### config.mk
export PLATFORM = sky130hd
export DESIGN_NAME = uart_cmd_decoder
export DESIGN_NICKNAME = d
export VERILOG_FILES = /design/src/rtl/uart_cmd_pkg.sv /design/src/rtl/uart_resp_queue.sv /design/src/rtl/uart_cmd_decoder.sv
export SDC_FILE = /design/constraint.sdc
export NUM_CORES = 1
export LEC_CHECK = 0
export ABC_AREA = 1
export BUFFER_PORTS_ARGS = -buffer_cell sky130_fd_sc_hd__buf_2
export CORE_ASPECT_RATIO = 0.7
export CORE_MARGIN = 8
export CORE_UTILIZATION = 58
export DETAILED_ROUTE_END_ITERATION = 6
export GPL_ROUTABILITY_DRIVEN = 1
export PLACE_DENSITY = 0.81
export SKIP_CTS_REPAIR_TIMING = 1
export SLEW_MARGIN = 20
export SYNTH_ARGS = -nofsm -noshare
export SYNTH_HDL_FRONTEND = slang
export SYNTH_HIERARCHICAL = 1
export SYNTH_SLANG_ARGS = --single-unit
### constraint.sdc
create_clock -name iClock -period 3.66 [get_ports iClock]
set_clock_uncertainty 0.1 [all_clocks]
set_input_delay 0.366 -clock iClock [delete_from_list [all_inputs] [get_ports iClock]]
set_output_delay 0.366 -clock iClock [all_outputs]
set_load 0.01 [all_outputs]
### src/rtl/uart_cmd_pkg.sv
// Shared constants, state encoding and response-queue payload for the UART command decoder.
package uart_cmd_pkg;

    localparam int unsigned BYTE_W      = 8;
    localparam int unsigned WORD_W      = 16;
    localparam int unsigned QUEUE_DEPTH = 3;
    localparam int unsigned QCNT_W      = 2;

    localparam logic [BYTE_W-1:0] SYNC_BYTE_DEFAULT = 8'hA5;
    localparam logic [BYTE_W-1:0] OPC_WRITE         = 8'h01;
    localparam logic [BYTE_W-1:0] OPC_READ          = 8'h02;
    localparam logic [BYTE_W-1:0] RESP_ACK          = 8'h06;
    localparam logic [BYTE_W-1:0] RESP_NAK          = 8'h15;

    typedef enum logic [3:0] {
        ST_HUNT,
        ST_OPC,
        ST_AH,
        ST_AL,
        ST_DH,
        ST_DL,
        ST_CSUM,
        ST_MEM,
        ST_RESP,
        ST_TXWAIT
    } state_e;

    // Bulk load of the response queue; bytes[0] is transmitted first.
    typedef struct packed {
        logic [QCNT_W-1:0]                  len;
        logic [QUEUE_DEPTH-1:0][BYTE_W-1:0] bytes;
    } resp_load_t;

    function automatic logic is_valid_opc(input logic [BYTE_W-1:0] opc);
        return (opc == OPC_WRITE) || (opc == OPC_READ);
    endfunction

endpackage

### src/rtl/uart_resp_queue.sv
// Three-entry response byte queue: loaded in one shot, drained one byte per pop.
module uart_resp_queue
    import uart_cmd_pkg::*;
(
    input  logic              iClock,
    input  logic              iReset_n,
    input  logic              iLoad,
    input  resp_load_t        iLoadData,
    input  logic              iPop,
    output logic [BYTE_W-1:0] oHead,
    output logic [QCNT_W-1:0] oCount
);

    logic [QUEUE_DEPTH-1:0][BYTE_W-1:0] mem_q;
    logic [QCNT_W-1:0]                  count_q;

    // A load replaces any leftover content; pops shift toward entry 0.
    always_ff @(posedge iClock or negedge iReset_n) begin
        if (!iReset_n) begin
            mem_q   <= '0;
            count_q <= '0;
        end else if (iLoad) begin
            mem_q   <= iLoadData.bytes;
            count_q <= iLoadData.len;
        end else if (iPop && (count_q != '0)) begin
            mem_q   <= {BYTE_W'(0), mem_q[QUEUE_DEPTH-1:1]};
            count_q <= count_q - QCNT_W'(1);
        end
    end

    assign oHead  = mem_q[0];
    assign oCount = count_q;

endmodule

### src/rtl/uart_cmd_decoder.sv
// UART command decoder: parses 7-byte SYNC/OPC/ADDR/DATA/CSUM frames, issues one
// memory request per valid frame and returns ACK (+read data) or NAK bytes.
module uart_cmd_decoder
    import uart_cmd_pkg::*;
#(
    parameter int unsigned       TIMEOUT_CYCLES = 32000,
    parameter logic [BYTE_W-1:0] SYNC_BYTE      = SYNC_BYTE_DEFAULT
) (
    input  logic              iClock,
    input  logic              iReset_n,
    input  logic [BYTE_W-1:0] iRxByte,
    input  logic              iRxReady,
    input  logic              iRxError,
    output logic [BYTE_W-1:0] oTxByte,
    output logic              oTxReady,
    input  logic              iTxSent,
    output logic              oMemReq,
    output logic              oMemWe,
    output logic [WORD_W-1:0] oMemAddr,
    output logic [WORD_W-1:0] oMemWrData,
    input  logic              iMemAck,
    input  logic [WORD_W-1:0] iMemRdData
);

    localparam int unsigned      CNT_W    = (TIMEOUT_CYCLES > 1) ? $clog2(TIMEOUT_CYCLES) : 1;
    localparam logic [CNT_W-1:0] CNT_LAST = CNT_W'(TIMEOUT_CYCLES - 1);

    // Reset asserts asynchronously, releases two clocks later.
    logic [1:0] rst_sync_q;
    logic       rst_n;

    always_ff @(posedge iClock or negedge iReset_n) begin
        if (!iReset_n) begin
            rst_sync_q <= '0;
        end else begin
            rst_sync_q <= {rst_sync_q[0], 1'b1};
        end
    end

    assign rst_n = rst_sync_q[1];

    state_e              state_q, state_d;
    logic [BYTE_W-1:0]   opc_q, opc_d;
    logic [WORD_W-1:0]   addr_q, addr_d;
    logic [WORD_W-1:0]   data_q, data_d;
    logic [BYTE_W-1:0]   xor_q, xor_d;
    logic [CNT_W-1:0]    cnt_q, cnt_d;
    logic                mem_req_q, mem_req_d;
    logic                mem_we_q, mem_we_d;
    logic [BYTE_W-1:0]   tx_byte_q, tx_byte_d;
    logic                tx_ready_q, tx_ready_d;

    logic                q_load;
    resp_load_t          q_payload;
    logic                q_pop;
    logic [BYTE_W-1:0]   q_head;
    logic [QCNT_W-1:0]   q_count;

    uart_resp_queue u_resp_queue (
        .iClock    (iClock),
        .iReset_n  (rst_n),
        .iLoad     (q_load),
        .iLoadData (q_payload),
        .iPop      (q_pop),
        .oHead     (q_head),
        .oCount    (q_count)
    );

    always_ff @(posedge iClock or negedge rst_n) begin
        if (!rst_n) begin
            state_q    <= ST_HUNT;
            opc_q      <= '0;
            addr_q     <= '0;
            data_q     <= '0;
            xor_q      <= '0;
            cnt_q      <= '0;
            mem_req_q  <= 1'b0;
            mem_we_q   <= 1'b0;
            tx_byte_q  <= '0;
            tx_ready_q <= 1'b0;
        end else begin
            state_q    <= state_d;
            opc_q      <= opc_d;
            addr_q     <= addr_d;
            data_q     <= data_d;
            xor_q      <= xor_d;
            cnt_q      <= cnt_d;
            mem_req_q  <= mem_req_d;
            mem_we_q   <= mem_we_d;
            tx_byte_q  <= tx_byte_d;
            tx_ready_q <= tx_ready_d;
        end
    end

    // Next-state and next-output logic; receive inputs only matter in HUNT..CSUM.
    always_comb begin
        state_d    = state_q;
        opc_d      = opc_q;
        addr_d     = addr_q;
        data_d     = data_q;
        xor_d      = xor_q;
        cnt_d      = cnt_q;
        mem_req_d  = mem_req_q;
        mem_we_d   = mem_we_q;
        tx_byte_d  = tx_byte_q;
        tx_ready_d = 1'b0;
        q_load     = 1'b0;
        q_payload  = '0;
        q_pop      = 1'b0;

        case (state_q)
            ST_HUNT: begin
                if (iRxReady && !iRxError && (iRxByte == SYNC_BYTE)) begin
                    state_d = ST_OPC;
                    xor_d   = '0;
                    cnt_d   = '0;
                end
            end

            ST_OPC, ST_AH, ST_AL, ST_DH, ST_DL, ST_CSUM: begin
                if (iRxError) begin
                    state_d = ST_HUNT;
                end else if (iRxReady) begin
                    cnt_d = '0;
                    xor_d = xor_q ^ iRxByte;
                    case (state_q)
                        ST_OPC: begin
                            opc_d   = iRxByte;
                            state_d = ST_AH;
                        end
                        ST_AH: begin
                            addr_d[WORD_W-1:BYTE_W] = iRxByte;
                            state_d                 = ST_AL;
                        end
                        ST_AL: begin
                            addr_d[BYTE_W-1:0] = iRxByte;
                            state_d            = ST_DH;
                        end
                        ST_DH: begin
                            data_d[WORD_W-1:BYTE_W] = iRxByte;
                            state_d                 = ST_DL;
                        end
                        ST_DL: begin
                            data_d[BYTE_W-1:0] = iRxByte;
                            state_d            = ST_CSUM;
                        end
                        default: begin
                            if ((iRxByte == xor_q) && is_valid_opc(opc_q)) begin
                                state_d   = ST_MEM;
                                mem_req_d = 1'b1;
                                mem_we_d  = (opc_q == OPC_WRITE);
                            end else begin
                                state_d            = ST_RESP;
                                q_load             = 1'b1;
                                q_payload.len      = QCNT_W'(1);
                                q_payload.bytes[0] = RESP_NAK;
                            end
                        end
                    endcase
                end else if (cnt_q == CNT_LAST) begin
                    state_d = ST_HUNT;
                end else begin
                    cnt_d = cnt_q + CNT_W'(1);
                end
            end

            ST_MEM: begin
                if (iMemAck) begin
                    state_d            = ST_RESP;
                    mem_req_d          = 1'b0;
                    q_load             = 1'b1;
                    q_payload.bytes[0] = RESP_ACK;
                    if (mem_we_q) begin
                        q_payload.len = QCNT_W'(1);
                    end else begin
                        q_payload.len      = QCNT_W'(3);
                        q_payload.bytes[1] = iMemRdData[WORD_W-1:BYTE_W];
                        q_payload.bytes[2] = iMemRdData[BYTE_W-1:0];
                    end
                end
            end

            ST_RESP: begin
                tx_byte_d  = q_head;
                tx_ready_d = 1'b1;
                q_pop      = 1'b1;
                state_d    = ST_TXWAIT;
            end

            ST_TXWAIT: begin
                if (iTxSent) begin
                    state_d = (q_count != '0) ? ST_RESP : ST_HUNT;
                end
            end

            default: begin
                state_d = ST_HUNT;
            end
        endcase
    end

    assign oTxByte    = tx_byte_q;
    assign oTxReady   = tx_ready_q;
    assign oMemReq    = mem_req_q;
    assign oMemWe     = mem_we_q;
    assign oMemAddr   = addr_q;
    assign oMemWrData = data_q;

endmodule

After elaboration in Yosys (flattened, before gate mapping)
Index checks and enable logic that the tools add are counted.
- word-level logic and storage cells: 118
- output and inout bits: 43
- input bits: 30
- flip-flop bits (word level): 106
- bitwise gates (word level): 3
- reduce and logical (&&, ||, !) cells: 23
- add/sub/neg operators: 2
- equal/unequal tests: 23
- muxes and demuxes: 50
- operators with widths (operator ; number):
    $mux W15 ; 4
    $mux W24 ; 2
    $pmux W4 S5 ; 2
    $mux W16 ; 2
    $mux W4 ; 8
    $pmux W8 S2 ; 2
    $reduce_and A4 Y1 ; 8
    $pmux W15 S2 ; 1
    $mux W26 ; 1
    $mux W8 ; 3
    $mux W5 ; 4
    $eq A4 B3 Y1 const B ; 4
    $add A15 B1 Y15 const B ; 1
    $eq A15 B15 Y1 const B ; 1
    $mux W1 ; 15
    $ne A2 B2 Y1 const B ; 7
    $eq A4 B2 Y1 const B ; 2
    $eq A4 B4 Y1 const B ; 2
    $eq A8 B1 Y1 const B ; 1
    $eq A8 B2 Y1 const B ; 1
    $eq A8 B8 Y1 ; 1
    $eq A8 B8 Y1 const B ; 1
    $reduce_bool A2 Y1 ; 4
    $xor A8 B8 Y8 ; 1
    other kinds (16) ; 23

Depth between registers and ports, before layout
- depth in word-level cells: 9
- depth in mapped cells: 14
- mapped depth without buffers: 13

Hierarchy
The synthesis kept the hierarchy.
- modules (own cells, without submodules) (module ; area each (sq um) ; cells each ; seq. area each (sq um) ; instances):
    uart_cmd_decoder ; 4187.8 ; 554 ; 2001.9 ; 1
    uart_resp_queue ; 1377.6 ; 174 ; 650.6 ; 1

Least setup slack after synthesis
Ideal clock, no wire load.
- path kind: register to register
- start: register state_q[3]
- end: register u_resp_queue/mem_q[8] (netlist name)
- data arrival time: 1781 ps
- setup slack: 1662 ps
- path buffers: 1
- required time: 3444 ps
- stages on the path, launching flop included: 12
- setup time: 116 ps
- period minus slack after synthesis: 1998 ps
- path through: dfrtp_1 inv_1 nand2_1 nor2_1 inv_2 o21ai_0 inv_2 buf_6 nand2_1 nand2_1 nand2_1 nand2_1
- longest elaborated chain between the ends: 7
- elaborated cells between the ends (all ways): 19
- classes of those cells: 8 x eq/ne; 7 x mux; 4 x reduce/logical
- ends and longest elaborated chain (what ; line ; RTL):
    start, declared ; uart_cmd_decoder.sv:42 ; state_e state_q, state_d;
    start signal, assigned ; uart_cmd_decoder.sv:82 ; state_q <= state_d;
    $eq A4 B1 Y1 (tied with other cells) ; uart_cmd_decoder.sv:111, uart_cmd_decoder.sv:126 ;
    $reduce_or A5 Y1 (no line) ; - ;
    $mux W1 ; uart_cmd_decoder.sv:126 ; case (state_q)
    $mux W1 ; uart_cmd_decoder.sv:123 ; end else if (iRxReady) begin
    $mux W1 ; uart_cmd_decoder.sv:121 ; if (iRxError) begin
    $pmux W1 S2 * ; uart_cmd_decoder.sv:111 ; case (state_q)
    via q_load ; uart_cmd_decoder.sv:53 ; logic q_load;
    $mux W24 or $reduce_bool A2 Y1 (tied branches) ; - ;
    end signal, assigned ; uart_resp_queue.sv:23 ; mem_q <= iLoadData.bytes;
    end signal, assigned ; uart_resp_queue.sv:26 ; mem_q <= {BYTE_W'(0), mem_q[QUEUE_DEPTH-1:1]};
    end, declared ; uart_resp_queue.sv:14 ; logic [QUEUE_DEPTH-1:0][BYTE_W-1:0] mem_q;
The timed path passes the listed nets; every way through them passes the cells marked *.
A chain may end at the register's enable or synchronous reset.

Worst setup path in the final report
- start: register state_q[0]
- end: register u_resp_queue.mem_q, in the netlist u_resp_queue/oHead[1]
The elaborated chain is that of the path after synthesis.

==> impl_metrics.py <==
metrics = {
    "worst_setup_path": {
        "worst-endpoint-required_ns": 3.80,
        "critical_path.n_buffers_inverters": 2,
        "path_cells": "inv_2 > nand2_2 > nand2_2 > nand2_4 > nand2_2 > nor2_1 > nand2_1 > o21ai_2 > inv_2 > nand2_4 > nand2_1 > nand2_1",
        "crit_fanout": 36,
        "slowest_cell_on_the_critical_path": "sky130_fd_sc_hd__dfrtp_1",
        "cp_slowest_stage_delay_ns": 0.45,
        "timing.critical_path.max_delay_family": "simple AND/OR/NAND/NOR gates",
        "worstSetupStartpointType": "flop",
        "setup.worst_path.end_class": "flop",
        "worstSetupPathType": "reg -> reg",
        "worstPathArrival_ns": 2.63,
    },
    "floorplan": {
        "die_area_um2": 13040,
        "ios": 73,
        "fp.dieW_um": 133.1,
        "floorplan.initialDensity": 0.5860,
        "core_area_um2": 9497,
        "rows": 30,
        "die-height_um": 97.96,
    },
    "pwr": {
        "power.ir.vdd_worst_mv": 0.3726,
        "power_w": 0.004572,
        "power.density_nw_per_um2": 733.5,
        "static-leakage-power_nw": 3.370,
    },
    "global_route": {
        "antenna_found_initial": 1,
        "grt_max_degree": 91,
        "number_of_global_route_vias_before_repair": 4583,
        "globalRouteTotalUtil": 0.2062,
        "grt_first_pass_wirelength_mm": 22.25,
        "globalRoute.totalOverflow": 0,
    },
    "detailed_routing": {
        "postRouteAntennaNets": 0,
        "drt_drc_violations_left": 0,
        "detail_route.vias_per_cell": 5.338,
        "postRouteWirelength_mm": 13.03,
        "drt_iter0_markers": 448,
        "detail_route.first_pass.iterations": 5,
        "num_vias": 4922,
        "avgRoutedWirePerCell_um": 14.13,
    },
    "clock_tree": {
        "ctsHtreeMaxLevel": 3,
        "cts.reportedPaths.clkPinSlew_ns": 0.07,
        "clk-insertion-delay-late_ns": 0.35,
        "cts_tree": "done",
        "clkSinkCount": 106,
        "cts-root-buf": "sky130_fd_sc_hd__clkbuf_16",
        "cts_inserted_buffers": 9,
        "clock_path_buffers": 2,
    },
    "logic_synthesis": {
        "synth-main-ff-cell": "sky130_fd_sc_hd__dfrtp_1",
        "yosysWarnings": 6,
        "synthArstFlopShare": 1.000,
        "syn-instance-count": 728,
        "postSynthRegisterBits": 106,
        "area_of_the_mapped_netlist_um2": 5565,
        "post_synth.cell_area_avg_um2": 7.645,
        "number_of_enable_flip_flop_cells_after_synthesis": 0,
        "yosysUniqueCellTypes": 34,
        "post_synthesis_sequential_area_ratio": 0.4766,
    },
    "sta": {
        "fin_tns_setup_ns": 0,
        "slew_headroom": 0.6185,
        "final.hold.worst_slack_ns": 0.1766,
        "rsz0062_at_grt": "false",
        "maxClockFrequency_mhz": 401.7,
        "timing.final.setup_violations": 0,
        "period_share": 0.6802,
        "finalHoldViolations": 0,
        "slew_viol_final": 0,
        "finalCriticalPeriod_ns": 2.489,
        "tightest_slew_ns": 0.5715,
    },
    "finish": {
        "utilization": 0.6564,
        "area_growth_syn_to_fin_pct": 12.01,
        "final_cell_count_no_fill": 922,
        "nFillCells": 781,
        "nNetsFinal": 822,
        "proportion_of_layout_cells_with_a_drive_suffix_above_1": 0.2005,
    },
    "placement": {
        "post-dp-hpwl_mm": 9.262,
        "place.gp.congestion": 0.9416,
        "numPortBuffers": 72,
        "placed_cell_count": 905,
    },
    "flow_run": {
        "cap_viol_max_count": 0,
    },
    "min_path": {
        "hold_class": "reg -> async",
    },
    "run_status": {
        "status": "complete, no violations",
    },
}
[cells in the mapped netlist (5+ instances only)]
master,count,area share
sky130_fd_sc_hd__buf_6,8,0.016
sky130_fd_sc_hd__dfrtp_1,106,0.48
sky130_fd_sc_hd__nor3_1,6,0.0054
sky130_fd_sc_hd__buf_4,11,0.015
sky130_fd_sc_hd__nor2_1,61,0.041
sky130_fd_sc_hd__o21ai_0,48,0.043
sky130_fd_sc_hd__nand2_2,25,0.028
sky130_fd_sc_hd__inv_1,66,0.045
sky130_fd_sc_hd__inv_2,12,0.0081
sky130_fd_sc_hd__nand2_1,260,0.18
sky130_fd_sc_hd__o21ai_2,14,0.022
sky130_fd_sc_hd__nand3_1,32,0.029
sky130_fd_sc_hd__clkbuf_1,6,0.0040
sky130_fd_sc_hd__o21ai_1,18,0.016
sky130_fd_sc_hd__nand4_1,20,0.022
sky130_fd_sc_hd__or2_2,5,0.0056
[per-stage QoR]
| stage | area [um^2] | worst slack, ns |
|---|---|---|
| after detailed placement | 5887 | 1.188 |
| after global routing | 6233 | 0.9517 |
| after floorplan | 5577 | 0.3885 |
| final | 6233 | 1.171 |
| after CTS | 6193 | 1.202 |
| after global placement | 5887 | 1.263 |
[cell type report]
class                           instances  area [um^2]  share of cell area
Clock buffer                            9        225.2             0.03613
Sequential cell                       106         2656              0.4261
Clock inverter                          5        81.33             0.01305
Timing Repair Buffer                   77        420.4             0.06744
Inverter                               79        296.5             0.04757
Antenna cell                            1        2.502           0.0004014
Multi-Input combinational cell        517         2391              0.3836
Tap cell                              128        160.2             0.02569
[cells in the final DEF, fill, tap and decap left out, types with 18 or more instances in the layout]
| cell | instances |
|---|---|
| sky130_fd_sc_hd__o21ai_0 | 47 |
| sky130_fd_sc_hd__nand3_1 | 32 |
| sky130_fd_sc_hd__nand2_1 | 260 |
| sky130_fd_sc_hd__nand2_2 | 25 |
| sky130_fd_sc_hd__nor2_1 | 61 |
| sky130_fd_sc_hd__buf_2 | 72 |
| sky130_fd_sc_hd__nand4_1 | 20 |
| sky130_fd_sc_hd__o21ai_1 | 18 |
| sky130_fd_sc_hd__dfrtp_1 | 105 |
| sky130_fd_sc_hd__inv_1 | 66 |
[worst paths after layout]
check | depth (start not counted) | to | startpoint | slack, ns
worst max-delay path | 12 | u_resp_queue/oHead[1] | state_q[0] | 1.17
worst min-delay path | 0 | xor_q[3] | rst_sync_q[1] | 0.18
worst max register to register | 12 | u_resp_queue/oHead[1] | state_q[0] | 1.17
worst min register to register | 0 | xor_q[3] | rst_sync_q[1] | 0.18
max in group asynchronous | 2 | u_resp_queue/mem_q[15] | rst_sync_q[1] | 2.47
min in group iClock | 5 | u_resp_queue/mem_q[21] | iMemRdData[5] | 0.23
[flip-flops by register name (all words and copies together), names as in the netlist]
signal and flops:
cnt_q 15, oMemAddr 16, oMemReq 1, oMemWe 1, oMemWrData 16, oTxByte 8, oTxReady 1, opc_q 8
rst_sync_q 2, state_q 4, u_resp_queue/mem_q 16, u_resp_queue/oCount 2, u_resp_queue/oHead 8, xor_q 8
[kinds of logic (layout without fill, tap and decap cells)]
kind of cell	after synthesis	after routing	share of synthesized area
AND/OR/NAND/NOR	421	421	0.3276
other	2	6	0.001349
adder cells (fa/ha/maj)	2	2	0.004496
AO/OA/AOI/OAI	89	89	0.09353
buffers and inverters	108	170	0.09645
flip-flops	106	106	0.4766
[report_power, final]
group	internal, W	total [W]	switching, W
sequential	0.00150	0.00172	0.000227
combinational	0.000553	0.00184	0.00128
clock	0.000592	0.00101	0.000422
total	0.00264	0.00457	0.00193
[routing by layer]
metal  GRT usage  part of all wire  vias up
met5           0                 0        -
met4     0.05913             0.014        0
met3     0.05795             0.066       17
met2      0.3058              0.45      160
met1      0.2876              0.47     2350
li1            -                 -     2395
Power figures use the tool's default switching activity.
